### config.mk
export PLATFORM = sky130hd
export DESIGN_NAME = reg_load_arbiter_flat
export DESIGN_NICKNAME = d
export VERILOG_FILES = /design/src/rtl/reg_load_if.sv /design/src/rtl/reg_load_arbiter.sv /design/src/flat_wrapper.sv
export SDC_FILE = /design/constraint.sdc
export NUM_CORES = 1
export LEC_CHECK = 0
export ABC_AREA = 0
export ABC_CLOCK_PERIOD_IN_PS = 2950
export BUFFER_PORTS_ARGS = -buffer_cell sky130_fd_sc_hd__buf_2
export CORE_MARGIN = 2
export CORE_UTILIZATION = 48
export CTS_BUF_LIST = sky130_fd_sc_hd__clkbuf_8
export CTS_CLUSTER_SIZE = 40
export DETAILED_ROUTE_END_ITERATION = 8
export PLACE_DENSITY = 0.82
export SYNTH_ARGS = -nofsm -noshare
export SYNTH_HDL_FRONTEND = slang
export SYNTH_SLANG_ARGS = --single-unit
### constraint.sdc
create_clock -name clk -period 2.95 [get_ports clk]
set_clock_uncertainty 0.05 [all_clocks]
set_input_delay 0.4425 -clock clk [delete_from_list [all_inputs] [get_ports clk]]
set_output_delay 0.4425 -clock clk [all_outputs]
set_load 0.1 [all_outputs]
### src/rtl/reg_load_if.sv
// Handshake and load-bus bundle between the two requesters, the arbiter and
// the register_a/register_b load inputs.
interface reg_load_if #(
    parameter int WIDTH = 8
);
    logic             req0_valid;
    logic             req0_dest;
    logic [WIDTH-1:0] req0_data;
    logic             req0_ready;
    logic             req1_valid;
    logic             req1_dest;
    logic [WIDTH-1:0] req1_data;
    logic             req1_ready;
    logic [WIDTH-1:0] bus_data;
    logic             load_a;
    logic             load_b;
    logic             busy;
    logic             last_grant;

    modport master (
        output req0_valid, req0_dest, req0_data,
        output req1_valid, req1_dest, req1_data,
        input  req0_ready, req1_ready,
        input  bus_data, load_a, load_b, busy, last_grant
    );

    modport slave (
        input  req0_valid, req0_dest, req0_data,
        input  req1_valid, req1_dest, req1_data,
        output req0_ready, req1_ready,
        output bus_data, load_a, load_b, busy, last_grant
    );
endinterface

### src/rtl/reg_load_arbiter.sv
// Round-robin arbiter for the shared register load bus: accepts one transfer
// per handshake and presents it as a registered one-cycle load strobe.
module reg_load_arbiter #(
    parameter int WIDTH = 8
) (
    input logic       clk,
    input logic       rst,
    reg_load_if.slave lb
);
    typedef enum logic {IDLE, LOAD} state_t;

    state_t           state, state_nxt;
    logic             grant0, grant1;
    logic [WIDTH-1:0] win_data;
    logic             win_dest;

    // NOTE: state elements use non-blocking assignments so every flop samples
    // pre-edge values regardless of process ordering.
    always_ff @(posedge clk or posedge rst) begin
        if (rst) state <= IDLE;
        else     state <= state_nxt;
    end

    always_comb begin
        state_nxt = state;
        case (state)
            IDLE:    if (grant0 || grant1) state_nxt = LOAD;
            LOAD:    state_nxt = IDLE;
            default: state_nxt = IDLE;
        endcase
    end

    // NOTE: every combinational output gets a default first, so no path leaves
    // it unassigned and no latch is inferred.
    always_comb begin
        grant0 = 1'b0;
        grant1 = 1'b0;
        if (!rst && state == IDLE) begin
            // On contention the requester that did not win last time goes first.
            grant0 = lb.req0_valid && (!lb.req1_valid || lb.last_grant);
            grant1 = lb.req1_valid && (!lb.req0_valid || !lb.last_grant);
        end
        lb.req0_ready = grant0;
        lb.req1_ready = grant1;
        lb.busy       = (state == LOAD);
    end

    assign win_data = grant1 ? lb.req1_data : lb.req0_data;
    assign win_dest = grant1 ? lb.req1_dest : lb.req0_dest;

    // Strobes default low each cycle, so they only ever last the LOAD cycle.
    always_ff @(posedge clk or posedge rst) begin
        if (rst) begin
            lb.bus_data   <= '0;
            lb.load_a     <= 1'b0;
            lb.load_b     <= 1'b0;
            lb.last_grant <= 1'b1;
        end else begin
            lb.load_a <= 1'b0;
            lb.load_b <= 1'b0;
            if (grant0 || grant1) begin
                lb.bus_data   <= win_data;
                lb.load_a     <= !win_dest;
                lb.load_b     <= win_dest;
                lb.last_grant <= grant1;
            end
        end
    end
endmodule

### src/flat_wrapper.sv
// flat-port wrapper written by rule: the top's interface ports become plain ports
module reg_load_arbiter_flat 
#(
    parameter int WIDTH = 8
)
  (clk, rst, lb_req0_valid, lb_req0_dest, lb_req0_data, lb_req1_valid, lb_req1_dest, lb_req1_data, lb_req0_ready, lb_req1_ready, lb_bus_data, lb_load_a, lb_load_b, lb_busy, lb_last_grant);
  reg_load_if #(.WIDTH(WIDTH)) lb_i ();
  input logic clk;
  input logic rst;
  input wire logic [$bits(lb_i.req0_valid)-1:0] lb_req0_valid;
  input wire logic [$bits(lb_i.req0_dest)-1:0] lb_req0_dest;
  input wire logic [$bits(lb_i.req0_data)-1:0] lb_req0_data;
  input wire logic [$bits(lb_i.req1_valid)-1:0] lb_req1_valid;
  input wire logic [$bits(lb_i.req1_dest)-1:0] lb_req1_dest;
  input wire logic [$bits(lb_i.req1_data)-1:0] lb_req1_data;
  output wire logic [$bits(lb_i.req0_ready)-1:0] lb_req0_ready;
  output wire logic [$bits(lb_i.req1_ready)-1:0] lb_req1_ready;
  output wire logic [$bits(lb_i.bus_data)-1:0] lb_bus_data;
  output wire logic [$bits(lb_i.load_a)-1:0] lb_load_a;
  output wire logic [$bits(lb_i.load_b)-1:0] lb_load_b;
  output wire logic [$bits(lb_i.busy)-1:0] lb_busy;
  output wire logic [$bits(lb_i.last_grant)-1:0] lb_last_grant;
  assign lb_i.req0_valid = lb_req0_valid;
  assign lb_i.req0_dest = lb_req0_dest;
  assign lb_i.req0_data = lb_req0_data;
  assign lb_i.req1_valid = lb_req1_valid;
  assign lb_i.req1_dest = lb_req1_dest;
  assign lb_i.req1_data = lb_req1_data;
  assign lb_req0_ready = lb_i.req0_ready;
  assign lb_req1_ready = lb_i.req1_ready;
  assign lb_bus_data = lb_i.bus_data;
  assign lb_load_a = lb_i.load_a;
  assign lb_load_b = lb_i.load_b;
  assign lb_busy = lb_i.busy;
  assign lb_last_grant = lb_i.last_grant;
  reg_load_arbiter #(.WIDTH(WIDTH)) u_core (.clk(clk), .rst(rst), .lb(lb_i));
endmodule
==> metrics.txt, run 1 <==
crit path from=u_core.lb.last_grant; # rows=13; IO Count=36; R2R cell count=3; Synth async-reset ratio=100.0%; most area-hungry cell type in the Yosys netlist=dfrtp_1; reg2reg start=u_core.lb.last_grant; CP required=2.46 ns; crit start category=register; cts repair resizes=0; share of cells above drive strength 1=47.00%; max-slew violation count=0; synth cell count leaders=dfrtp_1, and3_1, nand3b_1, o2111ai_1, o21ai_0; post-synthesis sequential area ratio=45.13%; Final Cycle Share=74.14%; # Post-CTS Setup Buffers=0; top-count cell post-synth=dfrtp_1; number of synthesized flops with an enable pin=0; htree depth=1; Min-Delay Path Class=in -> async; crit path capture=lb_req1_ready; post-layout minimum cycle time=2.187 ns; die width=41.31 µm; Post-Syn Instances=65; f_max=457.2 MHz; fin nets=123; final WL=1.816 mm; Slew HR=58.53%; chip height=41.31 µm; Worst-Skew Late Latency=0.24 ns; gpl congestion=0.7141; Core Area=1301 µm²; FF-to-FF End=u_core.lb.load_a; RSZ-0062 raised after global routing=false; total track usage=23.91%; max_cap viols=0; Cell variety after synth=24; Die ar.=1707 µm²; endpoints failing hold=0; register bit count reported by yosys=12; total negative slack=0 ns; syn avg cell area=10.28 µm²; Num CTS Buffers=3; Synth Warn #=0; First-pass DRT Iterations=4; per-cell routed wire length=15.79 µm; ys flop type=dfrtp_1; via count=663; clk slew on worst S/H paths=0.06 ns; Layout area overhead=33.71%; Synth area leaders=dfrtp_1, o2111ai_1, nand3b_1; first-pass GRT wire length=2.566 mm; GRT Residual Overflow=0; Synth top area share=41.20%; P per Cell Area=840.6 nW/µm²; maximum VDD drop=428.0 µV; ANT cells=0; CTS Buffer Depth=2; largest net degree at the start of global routing=14; Clock Sinks=12; DRC viols=0; TritonCTS clock tree=done; Root Driver=clkbuf_8; Hold Buf Count CTS=0; Max FO, Critical Path=13; dpl hpwl=1.252 mm; critical path class=reg -> out; PortBufs=35; antenna violations before repair=0; Fin Hold WS=0.1998 ns; Setup Viol. Count Final=0; post-synth net total=87; drt first-iter violations=8; initial core utilization=51.35%; leakage dissipation=0.4730 nW; Final ANT Viol Nets=0; via/cell ratio=5.765; Worst setup EP type=primary output; R2R Setup Slk=1.39 ns; vias in the first global route=594; outcome=complete, no violations; Worst EP arrival=1.69 ns; Slew @ Worst Pin=0.6198 ns; mapped cell area=668.1 µm²
## how the worst min path moves through the flow
| stage | from | to | depth (start not counted) |
|---|---|---|---|
| 6_report | rst | u_core.lb.bus_data[1] | 2 |
| 3_5_place_dp | rst | u_core.lb.load_a | 2 |
| 2_1_floorplan | rst | u_core.lb.bus_data[0] | 1 |
| 5_1_grt | rst | u_core.lb.bus_data[6] | 2 |
| 3_3_place_gp | rst | u_core.lb.load_a | 2 |
| 4_1_cts | rst | u_core.lb.bus_data[0] | 2 |
## placed cells by master (no fill, tap or decap)
cell and count:
o21ai_0 8, a21boi_2 1, inv_1 1, dfrtp_1 11, or2_1 1, nor2_2 1, nand2_1 1, dfstp_2 1
a31oi_1 1, nand3_2 1, nor2_4 1, nand3b_1 8, a21bo_2 1, buf_2 35, buf_4 1, clkinv_1 1
nor3b_2 1, o2111ai_1 8, and2_1 1, clkbuf_8 4, and3_1 9, nor2_1 2, o211a_1 1
## registers in the layout, summed over array words and instances (netlist names)
| name | cells |
|---|---|
| u_core.lb.bus_data | 8 |
| u_core.lb.last_grant | 1 |
| u_core.lb.load_b | 1 |
| u_core.lb.busy | 1 |
| u_core.lb.load_a | 1 |
## layer usage
layer  GRT usage (%)  share of wire, %  vias up  routed length [µm]
met5               0                 0        -                   0
met4           14.52               1.6        0                  29
met3           3.191               6.6        4                 120
met2           40.23                50       35                 899
met1           28.71                42      306                 766
li1                -                 -      318                   -
## report_power, final
group	total [mW]	internal [mW]	switching, mW
Clock	0.181	0.118	0.0629
Combinational	0.348	0.0565	0.291
Sequential	0.222	0.197	0.0254
Total	0.751	0.371	0.380
## through the flow
stage / util, % / power (mW) / cells / cell area (µm²) / setup slack, ns
detailed placement: 64.42 / 0.5710 / 111 / 838.3 / 0.9771
global route: 68.65 / 0.7819 / 115 / 893.4 / 0.7030
finish: 68.65 / 0.7509 / 115 / 893.4 / 0.7628
global placement: 64.42 / 0.5650 / 111 / 838.3 / 1.006
CTS: 68.65 / 0.7525 / 115 / 893.4 / 0.7920
floorplan: - / 0.5124 / 65 / 668.1 / 0.4407
## cell families (layout without fill, tap and decap cells)
| family | Yosys count | in the layout | share of synthesized area (%) |
|---|---|---|---|
| compound gates | 20 | 20 | 22.10 |
| simple gates | 26 | 26 | 26.97 |
| flops | 12 | 12 | 45.13 |
| buf+inv | 7 | 42 | 5.804 |
## critical path, stage by stage, from the launching register on
cell and delay (ns):
dfstp_2 0.66, nand2_1 0.27, and2_1 0.24, buf_2 0.28
## layout make-up
cell class	count	area, µm²
Tap cell	15	18.77
Inverter	2	7.507
Multi-Input combinational cell	46	327.8
Sequential cell	12	301.5
Clock buffer	4	55.05
Timing Repair Buffer	36	182.7
Fill cell	113	407.9
No activity file was read; power rests on OpenSTA's default activity.
==> inputs of run 2 (changes only) <==
Settings changed: ABC_CLOCK_PERIOD_IN_PS 2950 to 1900, CORE_UTILIZATION 48 to 41, PLACE_DENSITY 0.82 to 0.74.
Clock period 2.95 ns to 1.9 ns, I/O delays scaled along.
==> run 2 against run 1 <==
Non-clock buffer count up 2. Count of clock-buffer cells in the layout unchanged. Sequential share of layout area down 1.9 points. Clock power up 55%. Register-to-register slack worse by 0.88 ns. Combinational power up 61%. First-iteration DRC count up 63%. Cell count up 2.6%. Largest cell class unchanged. Highest routed layer unchanged.
==> metrics.txt, run 2 (synthesis gave the netlist of run 1 again) <==
outcome=complete, no violations; die width=44.37 µm; fin nets=125; Layout fillers=123; share of cells above drive strength 1=51.96%; Layout area overhead=43.82%; Final Cycle Share=93.79%; flip-flop count of the largest register after layout=8; Max FO, Critical Path=13; commonest cells after routing, fill and taps aside=buf_2, dfrtp_1, and3_1; Largest Register=u_core.lb.bus_data; drt first-iter violations=13; Clock power frac=23.6%; DRC viols=0; Slew HR=67.90%; via count=647; cts repair resizes=1; Setup WS pre-CTS=0.2036 ns; Crit path buffers/inverters=1; clk slew on worst S/H paths=0.05 ns; P per Cell Area=1241 nW/µm²; switching power=594.7 µW; largest net degree at the start of global routing=14; most common cell after layout, fill and taps aside=buf_2; # Post-CTS Setup Buffers=0; post-layout minimum cycle time=1.782 ns; TritonCTS clock tree=done; htree depth=1; GRT Residual Overflow=0; crit start category=register; FF-to-FF End=u_core.lb.load_a; final WL=1.748 mm; Worst setup EP type=primary output; crit-path cells=nand2_4, and2_2, buf_12; R2R Setup Slk=0.51 ns; maximum VDD drop=674.1 µV; CP required=1.56 ns; # rows=14; R2R cell count=3; PortBufs=35; initial core utilization=43.84%; total track usage=20.50%; CP top delay family=flip-flops; Min-Delay Path Class=in -> async; Clock Sinks=12; sequential power share=29.5%; critical path class=reg -> out; leakage dissipation=0.4885 nW; per-cell routed wire length=14.81 µm; final worst-path setup slack=0.1180 ns; RSZ-0062 raised after global routing=false; register area=306.5 µm²; Total Power=1.192 mW; worst stage delay on the critical path=0.70 ns; endpoints failing hold=0; via/cell ratio=5.483; Setup Viol. Count Final=0; Worst-Skew Late Latency=0.24 ns; vias in the first global route=639; antenna violations before repair=0; gpl congestion=0.7493; max_cap viols=0; Root Driver=clkbuf_8; Slowest cell on crit path=dfstp_4; Worst EP arrival=1.45 ns; Final Util=63.05%; switching part of the total=49.88%; Num CTS Buffers=3; First-pass DRT Iterations=4; CTS Buffer Depth=2; dpl hpwl=1.242 mm; Pint=597.7 µW; reg2reg start=u_core.lb.last_grant; f_max=561.2 MHz; ANT cells=0; Combinational Power Share=46.9%; Core Area=1524 µm²; multi-input logic area=344.1 µm²; chip height=44.37 µm; IO Count=36; first-pass GRT wire length=2.898 mm; Die ar.=1969 µm²; Final ANT Viol Nets=0; Hold Buf Count CTS=0; max-slew violation count=0; total negative slack=0 ns; Slew @ Worst Pin=0.4810 ns
[run 2: worst max-delay path by stage]
stage	slack, ns	from	cells after the start	end
after CTS	0.06	u_core.lb.last_grant	3	lb_req1_ready
final	0.12	u_core.lb.last_grant	3	lb_req1_ready
after global placement	0.23	u_core.lb.last_grant	3	lb_req1_ready
after detailed placement	0.20	u_core.lb.last_grant	3	lb_req1_ready
after floorplan	0.05	u_core.lb.busy	3	lb_req1_ready
after global routing	0.07	u_core.lb.last_grant	3	lb_req1_ready
[run 2: power by group through the flow]
| stage | Sequential, mW | Combinational (mW) | Clock (mW) |
|---|---|---|---|
| floorplan | 0.674 | 0.131 | 0 |
| global placement | 0.348 | 0.554 | 0 |
| detailed placement | 0.352 | 0.557 | 0 |
| CTS | 0.349 | 0.560 | 0.282 |
| global route | 0.361 | 0.584 | 0.297 |
| finish | 0.352 | 0.560 | 0.281 |
[run 2: layout make-up]
| class | count | share of cell area (%) |
|---|---|---|
| multi-input combinational | 46 | 35.81 |
| sequential | 12 | 31.90 |
| timing repair buffer | 38 | 23.70 |
| clock buffer | 4 | 5.729 |
| tap | 16 | 2.083 |
| inverter | 2 | 0.7812 |
[run 2: per-layer routing]
layer	track usage (%)	vias up	wire length, µm
li1	-	323	-
met1	26.94	302	778
met2	32.65	20	861
met3	5.306	2	92
met4	7.273	0	15
met5	0	-	0
[run 2: per-stage QoR]
step | instance area (µm²) | hold WS, ns | std cells
6_report | 960.9 | 0.04081 | 118
5_1_grt | 960.9 | 0.07978 | 118
4_1_cts | 955.9 | 0.04919 | 118
3_5_place_dp | 898.4 | 0.3077 | 114
3_3_place_gp | 898.4 | 0.3094 | 114
2_1_floorplan | 681.9 | 0.09891 | 65
[run 2: worst register-to-register path: stages (launching register included)]
cell     delay, ns
dfstp_4       0.70
nand2_4       0.11
a21bo_2       0.24
and3_1        0.18
==> inputs of run 3 (changes only) <==
Settings changed: ABC_AREA 0 to 1, ABC_CLOCK_PERIOD_IN_PS 1900 to 2290, CORE_MARGIN 2 to 3, CORE_UTILIZATION 41 to 50, PLACE_DENSITY 0.74 to 0.83.
Clock period 1.9 ns to 2.29 ns, I/O delays scaled along.
==> run 3 against run 2 <==
Utilization grew 9.1 points. Combinational power shrank 25%. Critical path depth grew 1. Clock power shrank 31%. Global-route usage shrank 2.0 points. First-iteration DRC count grew 46%. Count of clock-buffer cells in the layout shrank 1. Sequential share of layout area shrank 0.56 points.
==> metrics.txt, run 3 <==
outcome=complete, no violations; most common cell after layout, fill and taps aside=buf_2; number of synthesized flops with an enable pin=0; via count=695; final worst-path setup slack=0.2722 ns; f_max=495.6 MHz; Synth async-reset ratio=100.0%; chip height=44.30 µm; Slowest cell on crit path=buf_2; post-synthesis sequential area ratio=41.13%; via/cell ratio=5.000; drt first-iter violations=19; max-slew violation count=0; Synth top area share=37.54%; Die ar.=1962 µm²; maximum VDD drop=537.8 µV; RSZ-0062 raised after global routing=false; Hold Buf Count CTS=0; mapped cell area=733.2 µm²; Worst setup EP type=primary output; post-synth net total=110; Setup Viol. Count Final=0; reg2reg start=u_core.lb.busy; most area-hungry cell type in the Yosys netlist=dfrtp_1; dpl hpwl=1.189 mm; CP required=1.90 ns; TritonCTS clock tree=done; first-pass GRT wire length=2.649 mm; Largest Register=u_core.lb.bus_data; Num CTS Buffers=3; P per Cell Area=917.3 nW/µm²; Slew HR=52.90%; Worst-Skew Late Latency=0.23 ns; die width=44.30 µm; worst stage delay on the critical path=0.43 ns; Layout area overhead=31.23%; largest net degree at the start of global routing=13; CTS Buffer Depth=2; Core Area=1334 µm²; synth cell count leaders=nand2_1, dfrtp_1, inv_1; R2R Setup Slk=0.71 ns; top-count cell post-synth=nand2_1; fin nets=147; antenna violations before repair=0; clk slew on worst S/H paths=0.05 ns; commonest cells after routing, fill and taps aside=buf_2, nand2_1, inv_1, dfrtp_1; Synth area leaders=dfrtp_1, nand3_2, nand2_1; GRT Residual Overflow=0; gpl congestion=0.7690; Clock Sinks=12; syn avg cell area=8.332 µm²; endpoints failing hold=0; Slew @ Worst Pin=0.7017 ns; cts repair resizes=0; Root Driver=clkbuf_8; Worst EP arrival=1.62 ns; share of cells above drive strength 1=55.65%; htree depth=1; # Post-CTS Setup Buffers=0; Post-Syn Instances=88; max_cap viols=0; vias in the first global route=624; register bit count reported by yosys=12; Synth Warn #=0; Max FO, Critical Path=12; initial core utilization=54.97%; Final Cycle Share=88.11%; ANT cells=0; flip-flop count of the largest register after layout=8; FF-to-FF End=u_core.lb.bus_data[0]; # rows=13; R2R cell count=5; IO Count=36; Cell variety after synth=17; post-layout minimum cycle time=2.018 ns; ys flop type=dfrtp_1; leakage dissipation=0.5783 nW; crit-path cells=nor2_4, nand2_1, a21oi_4, buf_2; final WL=1.686 mm; DRC viols=0; Setup WS pre-CTS=0.4988 ns; total track usage=18.50%; PortBufs=35; per-cell routed wire length=12.13 µm; Final ANT Viol Nets=0; total negative slack=0 ns; Min-Delay Path Class=in -> async; crit start category=register; critical path class=reg -> out; First-pass DRT Iterations=4
==> run 3: cell types whose count changed after synthesis, sizes merged, moves of 6 or more <==
cell | previous run | this run
inv | 1 | 19
and3 | 9 | 0
nand3 | 1 | 9
nand2 | 1 | 28
o2111ai | 8 | 0
nand4 | 0 | 9
nand3b | 8 | 0
o21ai | 8 | 2
==> run 3: final cells by class <==
| class | instances | area (µm²) |
|---|---|---|
| Fill cell | 108 | 371.6 |
| Inverter | 20 | 88.84 |
| Tap cell | 15 | 18.77 |
| Timing Repair Buffer | 36 | 182.7 |
| Clock inverter | 1 | 3.754 |
| Multi-Input combinational cell | 52 | 325.3 |
| Sequential cell | 12 | 301.5 |
| Clock buffer | 3 | 41.29 |
==> run 3: routing by layer <==
metal	wire length [µm]	track usage, %	up-vias
li1	-	-	347
met5	0	0	-
met3	110	2.439	4
met1	677	21.12	315
met2	879	33.43	29
met4	19	9.036	0
==> run 3: worst max path at each step <==
| stage | start | end | slack, ns |
|---|---|---|---|
| 2_1_floorplan | u_core.lb.busy | lb_req0_ready | 0.11 |
| 3_5_place_dp | rst | lb_req0_ready | 0.50 |
| 4_1_cts | u_core.lb.busy | lb_req0_ready | 0.28 |
| 6_report | u_core.lb.busy | lb_req0_ready | 0.27 |
| 5_1_grt | u_core.lb.busy | lb_req0_ready | 0.20 |
| 3_3_place_gp | rst | lb_req0_ready | 0.54 |
==> run 3: metrics by stage <==
step | instance area [µm²] | power [mW] | cells | utilization (%) | hold WS [ns]
after floorplan | 744.5 | 0.6192 | 88 | - | 0.1575
after global routing | 962.2 | 0.9114 | 139 | 72.14 | 0.1372
after global placement | 917.1 | 0.6867 | 135 | 68.76 | 0.3372
final | 962.2 | 0.8826 | 139 | 72.14 | 0.09280
after CTS | 962.2 | 0.8863 | 139 | 72.14 | 0.1016
after detailed placement | 917.1 | 0.6902 | 135 | 68.76 | 0.3596
==> run 3: kinds of logic (layout without fill, tap and decap cells) <==
family                 after synthesis  in the layout  synth area share, %
AO/OA/AOI/OAI                        4              4                2.730
buffers and inverters               24             60                16.04
flip-flops                          12             12                41.13
AND/OR/NAND/NOR                     48             48                40.10
==> run 3: worst max-delay path: cells and delay by family, from the launching register on <==
| family | cells | cell delay (ns) |
|---|---|---|
| compound gates | 1 | 0.13 |
| buf+inv | 1 | 0.43 |
| flops | 1 | 0.40 |
| simple gates | 2 | 0.42 |
==> run 3: report_power, final <==
part / switching (mW) / leakage (nW) / internal, mW
Sequential: 0.0192 / 0.148 / 0.247
Clock: 0.0764 / 0.0269 / 0.118
Combinational: 0.348 / 0.403 / 0.0737
